`config.mk`:
```
export PLATFORM = sky130hd
export DESIGN_NAME = recorder_ctrl
export DESIGN_NICKNAME = d
export VERILOG_FILES = /design/src/rtl/recorder_ctrl.sv
export SDC_FILE = /design/constraint.sdc
export NUM_CORES = 1
export LEC_CHECK = 0
export ABC_CLOCK_PERIOD_IN_PS = 13000
export CAP_MARGIN = 20
export CORE_UTILIZATION = 52
export DETAILED_ROUTE_END_ITERATION = 6
export PLACE_DENSITY = 0.7
export SLEW_MARGIN = 25
export SYNTH_ARGS = -nofsm -noshare
export SYNTH_HDL_FRONTEND = slang
export SYNTH_SLANG_ARGS = --single-unit
```
`constraint.sdc`:
```
create_clock -name clk -period 13 [get_ports clk]
set_input_delay 3.9 -clock clk [delete_from_list [all_inputs] [get_ports clk]]
set_output_delay 3.9 -clock clk [all_outputs]
set_load 0.1 [all_outputs]
```
`src/rtl/recorder_ctrl.sv`:
```
// Audio recorder sequencer: key pulses drive record/play/pause state,
// a whole-second elapsed-time counter and the playback-rate setting.
module recorder_ctrl #(
    parameter int CLK_HZ = 50000000
) (
    input  logic       clk,
    input  logic       rst,
    input  logic       KEY_PLAY,
    input  logic       KEY_STOP,
    input  logic       KEY_REC,
    input  logic       KEY_UP,
    input  logic       KEY_DOWN,
    input  logic       SLOW_SW,
    input  logic       MEM_FULL,
    input  logic       PLAY_END,
    output logic [2:0] STATE,
    output logic       REC_EN,
    output logic       PLAY_EN,
    output logic       IS_PAUSE,
    output logic       IS_SLOW,
    output logic       ADDR_CLR,
    output logic [4:0] OUT_TIME,
    output logic [2:0] OUT_RATE,
    output logic [4:0] REC_LEN
);

    localparam int ACC_W = $clog2(7 * CLK_HZ);
    localparam logic [ACC_W-1:0] HZ_M1 = ACC_W'(CLK_HZ - 1);
    localparam logic [ACC_W:0]   HZ_W  = (ACC_W + 1)'(CLK_HZ);

    typedef enum logic [2:0] {
        IDLE       = 3'd0,
        RECORD     = 3'd1,
        REC_PAUSE  = 3'd2,
        PLAY       = 3'd3,
        PLAY_PAUSE = 3'd4
    } state_t;

    state_t           state, state_nxt;
    logic [ACC_W-1:0] acc, acc_adv, acc_nxt, slow_top;
    logic [ACC_W:0]   fast_sum;
    logic             tick, restart, addr_clr_nxt;
    logic             key_stop, key_play, key_rec;
    logic [4:0]       time_nxt, rec_len_nxt;
    logic [2:0]       rate_nxt;

    assign STATE    = state;
    assign key_stop = KEY_STOP;
    assign key_play = KEY_PLAY & ~KEY_STOP;
    assign key_rec  = KEY_REC & ~KEY_PLAY & ~KEY_STOP;

    // Second-tick accumulator; only RECORD and PLAY advance it.
    always_comb begin
        tick     = 1'b0;
        acc_adv  = acc;
        fast_sum = {1'b0, acc} + (ACC_W + 1)'(OUT_RATE);
        slow_top = ACC_W'(CLK_HZ * int'(OUT_RATE) - 1);
        case (state)
            RECORD: begin
                if (acc == HZ_M1) begin
                    tick    = 1'b1;
                    acc_adv = '0;
                end else begin
                    acc_adv = acc + ACC_W'(1);
                end
            end
            PLAY: begin
                if (!IS_SLOW) begin
                    if (fast_sum >= HZ_W) begin
                        tick    = 1'b1;
                        acc_adv = ACC_W'(fast_sum - HZ_W);
                    end else begin
                        acc_adv = fast_sum[ACC_W-1:0];
                    end
                end else if (acc == slow_top) begin
                    tick    = 1'b1;
                    acc_adv = '0;
                end else begin
                    acc_adv = acc + ACC_W'(1);
                end
            end
            default: ;
        endcase
    end

    always_comb begin
        rate_nxt = OUT_RATE;
        if (KEY_UP && !KEY_DOWN && OUT_RATE != 3'd7)
            rate_nxt = OUT_RATE + 3'd1;
        else if (KEY_DOWN && !KEY_UP && OUT_RATE != 3'd1)
            rate_nxt = OUT_RATE - 3'd1;
    end

    // Next state; the exit to IDLE always outranks other keys and ticks.
    always_comb begin
        state_nxt    = state;
        time_nxt     = OUT_TIME;
        rec_len_nxt  = REC_LEN;
        addr_clr_nxt = 1'b0;
        restart      = 1'b0;
        case (state)
            IDLE: begin
                if (key_rec) begin
                    state_nxt    = RECORD;
                    addr_clr_nxt = 1'b1;
                    rec_len_nxt  = 5'd0;
                    restart      = 1'b1;
                end else if (key_play && REC_LEN != 5'd0) begin
                    state_nxt    = PLAY;
                    addr_clr_nxt = 1'b1;
                    restart      = 1'b1;
                end
            end
            RECORD: begin
                if (key_stop || MEM_FULL) begin
                    state_nxt   = IDLE;
                    rec_len_nxt = OUT_TIME;
                end else if (tick && OUT_TIME == 5'd31) begin
                    state_nxt   = IDLE;
                    rec_len_nxt = 5'd31;
                end else begin
                    if (tick)
                        time_nxt = OUT_TIME + 5'd1;
                    if (key_play)
                        state_nxt = REC_PAUSE;
                end
            end
            REC_PAUSE: begin
                if (key_stop) begin
                    state_nxt   = IDLE;
                    rec_len_nxt = OUT_TIME;
                end else if (key_play) begin
                    state_nxt = RECORD;
                end
            end
            PLAY: begin
                if (key_stop || PLAY_END) begin
                    state_nxt = IDLE;
                end else begin
                    if (tick && OUT_TIME < REC_LEN)
                        time_nxt = OUT_TIME + 5'd1;
                    if (key_play)
                        state_nxt = PLAY_PAUSE;
                end
            end
            PLAY_PAUSE: begin
                if (key_stop)
                    state_nxt = IDLE;
                else if (key_play)
                    state_nxt = PLAY;
            end
            default: state_nxt = IDLE;
        endcase

        if (state_nxt == IDLE)
            time_nxt = 5'd0;
        if (restart)
            time_nxt = 5'd0;

        acc_nxt = acc_adv;
        if (restart || rate_nxt != OUT_RATE || SLOW_SW != IS_SLOW)
            acc_nxt = '0;
    end

    always_ff @(posedge clk) begin
        if (rst) begin
            state    <= IDLE;
            acc      <= '0;
            OUT_TIME <= 5'd0;
            REC_LEN  <= 5'd0;
            OUT_RATE <= 3'd1;
            IS_SLOW  <= 1'b0;
            ADDR_CLR <= 1'b0;
            REC_EN   <= 1'b0;
            PLAY_EN  <= 1'b0;
            IS_PAUSE <= 1'b0;
        end else begin
            state    <= state_nxt;
            acc      <= acc_nxt;
            OUT_TIME <= time_nxt;
            REC_LEN  <= rec_len_nxt;
            OUT_RATE <= rate_nxt;
            IS_SLOW  <= SLOW_SW;
            ADDR_CLR <= addr_clr_nxt;
            REC_EN   <= (state_nxt == RECORD);
            PLAY_EN  <= (state_nxt == PLAY);
            IS_PAUSE <= (state_nxt == REC_PAUSE) || (state_nxt == PLAY_PAUSE);
        end
    end

endmodule

```
==> results.tsv, run 1 <==
stage	metric	value	unit
clock_tree	cts_made_buffers	5	
place	place_area	6591	um^2
clock_tree	clkTransAtPathRegs	70	ps
global_route	grt_overflow	0	
clock_tree	cts.sinks	50	
power_and_ir_drop	p_sw	474.0	uW
routing	via_count	7055	
worst_setup_path	startpoint_type	primary input	
synthesis	yosysWarnings	0	
worst_setup_path	rrSetupSlack	6850	ps
clock_tree	root_buffer	clkbuf_16	
synthesis	ys_ff_latch	50	
die	fp.dieArea	12560	um^2
routing	routed_wl	21.28	mm
routing	vias_per_cell	6.951	
final_layout	final_area	6760	um^2
clock_tree	cts_tree	yes	
die	rows	39	
synthesis	yosysUniqueCellTypes	89	
synthesis	ys.flop_type	dfxtp_1	
synthesis	netlist_instances	886	
routing	antenna_left	0	
place	hpwl	15.35	mm
final_layout	final_common_cell	nor2_1	
worst_setup_path	worstRegToRegCells	15	
timing	max_freq	155.3	MHz
die	die_y	112.1	um
power_and_ir_drop	p_sw_share	49.66	%
timing	layout_setup_ws	6562	ps
timing	fin_tns_setup	0	ps
synthesis	synth-seq-area-share	15.88	%
hold_path	hp-class	register to register	
power_and_ir_drop	clockPowerShare	16.6	%
timing	rsz0062_at_grt	no	
clock_tree	max-clock-path-buffers	2	
synthesis	synth_top_area_share	15.88	%
final_layout	layout.nets	914	
final_layout	diodes	0	
worst_setup_path	cp.arrival	6630	ps
final_layout	final_cells	1015	
global_route	antenna_found_initial	0	
hold_path	min_path_cells	2	
clock_tree	holdBufCountCts	0	
final_layout	drive_above_1_share	4.014	%
global_route	grt_usage	33.63	%
timing	period_minus_slack	6438	ps
synthesis	yosys-top-cells-area	dfxtp_1 (16%), xnor2_1 (6.9%), ha_1 (5.6%)	
place	dp.cells	1008	
place	dp_slack	6364	ps
place	numPortBuffers	30	
routing	drt-initial-drc-count	857	
power_and_ir_drop	power.density	141.2	nW/um^2
worst_setup_path	setup.worst_path.class	primary input to register	
final_layout	area_delta_synth_final	7.266	%
synthesis	synth_nets	928	
worst_setup_path	critPathRequiredTime	13190	ps
die	top_level_ports	31	
power_and_ir_drop	power.leakage	2.164	nW
routing	wl_per_cell	20.97	um
die	core	11610	um^2
power_and_ir_drop	intPower	480.6	uW
global_route	grt_max_degree	28	
timing	skew	11.65	ps
power_and_ir_drop	pwr-share-comb	65.2	%
power_and_ir_drop	p_seq_share	18.2	%
power_and_ir_drop	vdd_drop_max	0.09806	mV
routing	drc_errors	0	
routing	first_pass_iters	6	
die	start_util	54.27	%
worst_setup_path	setup.worst_path.end_class	register	
synthesis	synth_area_leader_cell	dfxtp_1	
timing	timing.final.crit_share	49.53	%
final_layout	fin_util	58.21	%
run	cap_violations	0	
synthesis	synth_area	6302	um^2
timing	hold_viol	0	
timing	relSlewSlack	32.91	%
clock_tree	cts-resized-gates	0	
die	die_w	112.1	um
status	status	finished clean	
synthesis	postSynthAreaPerCell	7.113	um^2
synthesis	synth_edf_count	0	
timing	setup_violations	0	
clock_tree	post-cts-setup-buffers	0	
clock_tree	htreeDepth	2	
worst_setup_path	cp_max_fo	11	
clock_tree	clkLatencyLatePin	300	ps
timing	slew_violations	0	
global_route	grt_pass1_wl	34.06	mm
timing	tightest_slew	1003	ps
synthesis	async_reset_ff_share	0	%
final_layout	mostFrequentLayoutCells	nor2_1 (78), nand2_1 (76), o21ai_0 (57)	
global_route	grt_pass1_vias	6582	
place	gp_congestion	0.9513	
## cell families (layout without fill, tap and decap cells)
family	Yosys count	after routing	share of synthesized area, %
and+or+nand+nor	383	383	32.14
AOI/OAI and AO/OA	245	245	26.70
buffers and inverters	89	75	5.936
xor gates and xnor gates	81	81	11.48
DFF	50	50	15.88
adders and majority gates	32	32	6.830
muxes	6	6	1.032
## flip-flops by register name (all words and copies together) (netlist names)
signal and count:
IS_SLOW 1, acc 29, OUT_TIME 5, REC_LEN 5, ADDR_CLR 1, PLAY_EN 1
OUT_RATE 3, STATE 3, IS_PAUSE 1, REC_EN 1
## critical path, stage by stage
cell and delay (ps):
clkdlybuf4s50_1 620, inv_1 150, nand2_1 110, a21oi_1 110
nor2_1 240, and3_1 480, nand2_1 420, o32ai_1 400
nand2_1 80, o311ai_0 110
## through the flow
stage	power, mW	hold slack (ps)
floorplan	0.6595	504.8
CTS	0.9408	530.3
detailed placement	0.7817	523.3
global placement	0.7642	510.5
finish	0.9546	530.5
global route	1.015	566.1
## layout make-up
cell class                 instances  area [um^2]
fill                            1109         4853
sequential                        50         1001
clock buffer                       6        138.9
clock inverter                     1        30.03
tap                              143        178.9
timing repair buffer              38        360.3
inverter                          30        112.6
multi-input combinational        747         4938
## synth_stat cells, types with 11 or more instances
library cell,instances
a21oi_1,46
and3_1,15
o21ai_0,57
xnor2_1,50
or3_1,11
nand2b_1,17
nor2_1,78
nand4_1,14
nand2_1,76
xor2_1,30
a31oi_1,18
nor3_1,39
a22oi_1,11
nor4_1,23
inv_1,29
dfxtp_1,50
ha_1,28
nor2b_1,13
o22ai_1,14
nand3_1,37
clkbuf_1,41
## per-layer routing
layer	GRT usage [%]	part of all wire (%)	up-vias
met3	4.968	10	72
met5	0	0	-
met4	13.07	3.4	0
met1	44.48	42	3296
li1	-	-	3268
met2	55.36	45	419
## worst paths after layout
check                                 start          end
worst max-delay path               KEY_PLAY      acc[10]
worst min-delay path             REC_LEN[0]   REC_LEN[0]
worst max register to register  OUT_RATE[2]  OUT_TIME[3]
worst min register to register   REC_LEN[0]   REC_LEN[0]
## power groups by stage
stage                     Combinational [mW]  Sequential [mW]  Clock [mW]
after floorplan                        0.460            0.200           0
after global placement                 0.587            0.177           0
after detailed placement               0.604            0.177           0
after CTS                              0.608            0.174       0.159
after global routing                   0.676            0.175       0.164
final                                  0.623            0.174       0.158
Power figures use the tool's default switching activity.
==> inputs of run 2 (changes only) <==
Settings changed: ABC_CLOCK_PERIOD_IN_PS 13000 to 5400, PLACE_DENSITY 0.7 to 0.73.
Clock period 13 ns to 5.4 ns, I/O delays scaled along.
==> run 2 against run 1 <==
Final cell count rose by 0.99%. Non-clock buffer count rose by 9. First-iteration DRC count rose by 14%. Clock power rose to 2.7 times the previous value. Core utilization rose by 0.99 points. Setup slack got worse by 6300 ps. Register-to-register slack got worse by 6500 ps. Critical path depth rose by 4. Power rose to 2.5 times the previous value. Worst hold slack got worse by 7.0 ps. Clock-buffer cell count fell by 1. Via count rose by 1.4%.
==> results.tsv, run 2 (synthesized netlist as in run 1, its figures left out) <==
stage	metric	value	unit	change
status	status	finished clean		
worst_setup_path	cp.buffers_inverters	2		unchanged
power_and_ir_drop	power.leakage	2.224	nW	+2.8%
power_and_ir_drop	vdd_drop_max	0.3378	mV	+240%
final_layout	final_common_cell	nor2_1		
timing	layout_setup_ws	301.1	ps	-6261 ps
global_route	antenna_found_initial	0		unchanged
timing	hold_ws	523.6	ps	-6.957 ps
die	start_util	54.27	%	unchanged
routing	first_pass_iters	7		+1
clock_tree	clkLatencyLatePin	310	ps	about the same
final_layout	multi_input_area	4955	um^2	+0.33%
global_route	grt_overflow	0		unchanged
final_layout	drive_above_1_share	5.896	%	+1.9 points
timing	skew	10.73	ps	-0.9280 ps
die	die_y	112.1	um	unchanged
routing	drc_errors	0		unchanged
timing	tightest_slew	1000	ps	-3.248 ps
place	gp_congestion	0.9580		+0.70%
clock_tree	cts_made_buffers	5		unchanged
clock_tree	clkTransAtPathRegs	80	ps	about the same
timing	fin_tns_setup	0	ps	unchanged
clock_tree	holdBufCountCts	0		unchanged
final_layout	diodes	0		unchanged
place	dp_slack	168.6	ps	-6195 ps
worst_setup_path	setup.worst_path.class	register to register		
global_route	grt_usage	33.76	%	+0.13 points
worst_setup_path	critPathRequiredTime	5580	ps	-7610 ps
worst_setup_path	critPathMaxStageDelay	560	ps	-60 ps
clock_tree	root_buffer	clkbuf_16		
timing	timing.final.crit_share	94.42	%	
worst_setup_path	setup.worst_path.end_class	register		
die	core	11610	um^2	unchanged
timing	hold_viol	0		unchanged
worst_setup_path	cp_max_fo	19		+8
routing	wl_per_cell	20.92	um	-0.21%
routing	vias_per_cell	6.980		+0.41%
worst_setup_path	slowest_stage	ha_1		
timing	relSlewSlack	33.13	%	+0.22 points
timing	max_freq	196.1	MHz	
final_layout	reg.largest.list	acc x29, OUT_TIME x5, REC_LEN x5		
die	rows	39		unchanged
timing	setup_violations	0		unchanged
die	die_w	112.1	um	unchanged
final_layout	area_delta_synth_final	9.093	%	
clock_tree	cts.sinks	50		unchanged
place	numPortBuffers	30		unchanged
global_route	grt_pass1_wl	34.07	mm	about the same
timing	period_minus_slack	5099	ps	
worst_setup_path	critical_path.cell_chain	inv_1 > ha_1 > ha_1 > and2_1 > a31oi_4 > xnor2_1 > or3_4 > or4b_1 > o32ai_1 > a211oi_1 > o41ai_4 > buf_6 > a211oi_2 > or4_1		
worst_setup_path	cp.arrival	5280	ps	-1350 ps
routing	routed_wl	21.45	mm	+0.78%
global_route	grt_max_degree	27		-3.6%
clock_tree	max-clock-path-buffers	2		unchanged
final_layout	mostFrequentLayoutCells	nor2_1 (78), nand2_1 (76), o21ai_0 (57)		
final_layout	nFillCells	1132		+2.1%
run	cap_violations	0		unchanged
die	top_level_ports	31		unchanged
clock_tree	post-cts-setup-buffers	0		unchanged
clock_tree	cts-resized-gates	0		unchanged
hold_path	hp-class	register to register		
die	fp.dieArea	12560	um^2	unchanged
clock_tree	cts_tree	yes		
final_layout	final_cells	1025		+0.99%
worst_setup_path	path_common_cell	ha_1		
power_and_ir_drop	power.density	352.1	nW/um^2	+150%
routing	antenna_left	0		unchanged
place	dp.cells	1017		+0.89%
global_route	grt_pass1_vias	6666		+1.3%
clock_tree	htreeDepth	2		unchanged
worst_setup_path	startpoint_type	register		
routing	drt-initial-drc-count	974		+14%
timing	rsz0062_at_grt	no		
place	hpwl	15.64	mm	+1.9%
routing	via_count	7154		+1.4%
timing	slew_violations	0		unchanged
worst_setup_path	path_delay_family	simple AND/OR/NAND/NOR gates		
final_layout	regArea	1003	um^2	+0.25%
final_layout	layout.nets	923		+0.98%
power_and_ir_drop	power	2.421	mW	+150%
final_layout	max_flop_register	acc		
final_layout	largest_reg_flops	29		unchanged
==> run 2: through the flow <==
stage	utilization (%)	area [um^2]
after floorplan	-	6305
after global placement	57.36	6661
after detailed placement	57.36	6661
after CTS	59.03	6855
after global routing	59.20	6875
final	59.20	6875
==> run 2: tightest hold or removal path, stage by stage, from the launching register on <==
cell and delay, ps:
dfxtp_1 330, nand3b_1 80, o21ai_0 70
==> run 2: per-layer routing <==
layer | GRT usage, % | vias to the layer above | routed length, um
li1 | - | 3282 | -
met1 | 43.52 | 3298 | 8715
met2 | 54.08 | 472 | 9409
met3 | 8.369 | 102 | 2453
met4 | 13.69 | 0 | 869
met5 | 0 | - | 0
==> run 2: layout make-up <==
| cell class | count | area share (%) |
|---|---|---|
| clock buffer | 5 | 1.820 |
| clock inverter | 3 | 1.001 |
| inverter | 30 | 1.638 |
| multi-input combinational | 747 | 72.07 |
| sequential | 50 | 14.60 |
| tap | 143 | 2.602 |
| timing repair buffer | 47 | 6.278 |
==> run 2: power by group <==
group	internal, mW	switching [mW]	total, mW	leakage, nW
sequential	0.381	0.0254	0.406	0.404
clock	0.267	0.163	0.429	0.0940
combinational	0.602	0.983	1.58	1.73
==> run 2: final timing paths <==
check | startpoint | endpoint | slack, ps | depth (start not counted)
hold / removal | REC_LEN[2] | REC_LEN[2] | 520 | 2
setup reg to reg | OUT_RATE[2] | acc[15] | 300 | 14
setup / recovery | OUT_RATE[2] | acc[15] | 300 | 14
hold reg to reg | REC_LEN[2] | REC_LEN[2] | 520 | 2
==> edit, RTL diff (flow settings as in run 2) <==
The parameter `CLK_HZ` goes from 50000000 to 25000000.
--- a/src/rtl/recorder_ctrl.sv
+++ b/src/rtl/recorder_ctrl.sv
@@ -3,3 +3,3 @@
 module recorder_ctrl #(
-    parameter int CLK_HZ = 50000000
+    parameter int CLK_HZ = 25000000
 ) (
Behaviour: same outputs for any inputs over 10 cycles, from zero or initial values and one cycle with rst high; that may be too few to reach the edited logic, so the function may still have changed.
==> edit against run 2 <==
Wire length fell by 4.5%; largest cell class unchanged; sequential power decreased by 7.1%; clock power fell by 9.3%; sequential share of layout area down 0.55 points; area after synthesis rose by 1.2%; critical path depth grew 1; clock skew decreased by 3.6 ps; final area rose by 1.6%; sequential cell count shrank 1; combinational power rose by 6%; worst setup slack worse by 27 ps; die area up 1.2%; non-clock buffer count grew 4; power is 1.2% higher.
==> edit: results (changes against run 2) <==
[metrics] FILL cells: 1118 (-1.2%)
[metrics] Comb power frac: 0.687 (+0.032)
[metrics] final-layout non-clock buffer area share: 0.0656 (+0.00278)
[metrics] biggest regs: acc (28), OUT_TIME (5), REC_LEN (5)
[metrics] total detailed-routing wirelength: 20500 um (-4.5%)
[metrics] routability cong.: 0.940 (-1.9%)
[metrics] GR met2 Demand/Resource: 0.525 (-0.0157)
[metrics] vias per std cell: 6.82 (-2.3%)
[metrics] cell area reported after detailed placement: 0.00679 mm2 (+1.9%)
[metrics] number of global-route vias before repair: 6518 (-2.2%)
[metrics] global-route wire length before repair: 33600 um (-1.4%)
[metrics] HPWL after DPL: 15500 um (-0.86%)
[metrics] clock share of power: 0.159 (-0.018)
[metrics] Critical path origin: OUT_RATE[0]$_SDFF_PP1_
[metrics] Slew @ Worst Pin: 1000 ps (+1.37 ps)
[metrics] hold path startpoint: REC_LEN[3]$_SDFFE_PP0P_
[metrics] Synth-to-Final Area Change: 9.52%
[metrics] fraction of area in clock buffers and inverters: 0.0247 (-0.00349)
[metrics] minimum setup slack after placement: 243 ps (+74.3 ps)
[metrics] Signal inverters: 30 (unchanged)
[metrics] clock tree skew after final layout: 7.08 ps (-3.64 ps)
[metrics] sequential-to-total area share from yosys stat: 0.154 (-0.00501)
[metrics] share of cells above drive strength 1: 0.0772 (+0.0182)
[metrics] overall global routing resource usage: 0.331 (-0.00678)
[metrics] number of different library cells in the post-synthesis netlist: 95 (+6.7%)
[metrics] Hold WS: 529 ps (+5.23 ps)
[metrics] Critical path destination: OUT_TIME[3]$_SDFFE_PP0P_
[metrics] peak supply drop: 0.240 mV (-29%)
[metrics] wl on met1: 8420 um (-3.4%)
[metrics] Post-synth top cells: 82 x nand2_1, 64 x nor2_1, 58 x a21oi_1
[metrics] Synth Net Count: 919 (-0.97%)
[metrics] post-synthesis instance area: 0.00638 mm2 (+1.2%)
[metrics] P_sw: 1.26 mW (+7.6%)
[metrics] non-filler instance count after layout: 1028 (+0.29%)
[metrics] length of the first detailed-routing pass in iterations: 5 (-2)
[metrics] met2 routed wirelength: 9070 um (-3.6%)
[metrics] global routing met3 resource utilization: 0.0573 (-0.0264)
[metrics] leakage power: 2.40 nW (+7.8%)
[metrics] largest fanout on the critical path: 8 (-11)
[metrics] number of placed cells counting well taps: 1020 (+0.29%)
[metrics] grt met1 use: 0.431 (-0.00385)
[metrics] number of violations reported at the end of detailed-routing iteration 0: 682 (-30%)
[metrics] data arrival time at the worst-slack endpoint: 5350 ps (+70 ps)
[metrics] worst reg2reg setup slack: 270 ps (-30 ps)
[metrics] number of combinational gates with multiple inputs: 743 (-0.54%)
[metrics] multi-input logic portion of the cell area: 0.727 (+0.00615)
[metrics] time the worst path needs with I/O delays and setup: 5130 ps (+26.5 ps)
[metrics] run status: finished clean
[metrics] synthesized area per cell: 7.28 um2 (+2.3%)
-- edit: changes by cell type after synthesis, moves of 6 or more --
cell / run 2 / this run
a31oi_1: 18 / 11
nand4_1: 14 / 22
nand2_1: 76 / 82
o22ai_1: 14 / 6
mux2i_1: 5 / 14
o21ai_0: 57 / 49
a211oi_1: 9 / 16
nor4_1: 23 / 12
nor2_1: 78 / 64
nor3_1: 39 / 25
a21oi_1: 46 / 58
-- edit: kinds of logic after synthesis --
family | count (synthesis) | synth area share
simple gates | 370 | 0.316
fa+ha+maj | 33 | 0.0695
compound gates | 241 | 0.263
buf+inv | 84 | 0.0540
xor+xnor | 84 | 0.120
mux | 15 | 0.0237
flops | 49 | 0.154
-- edit: critical path, cell delays in order (launching register included) --
cell and delay [ps]:
dfxtp_1 330, fa_1 590, ha_2 260, inv_1 70, fa_1 500, xor2_1 230
or2_1 290, or3_1 450, a2111oi_4 480, o211ai_1 200, a211oi_2 310, o22ai_2 180
nor4_4 290, o21ai_2 180, or3_1 410, a221oi_2 240
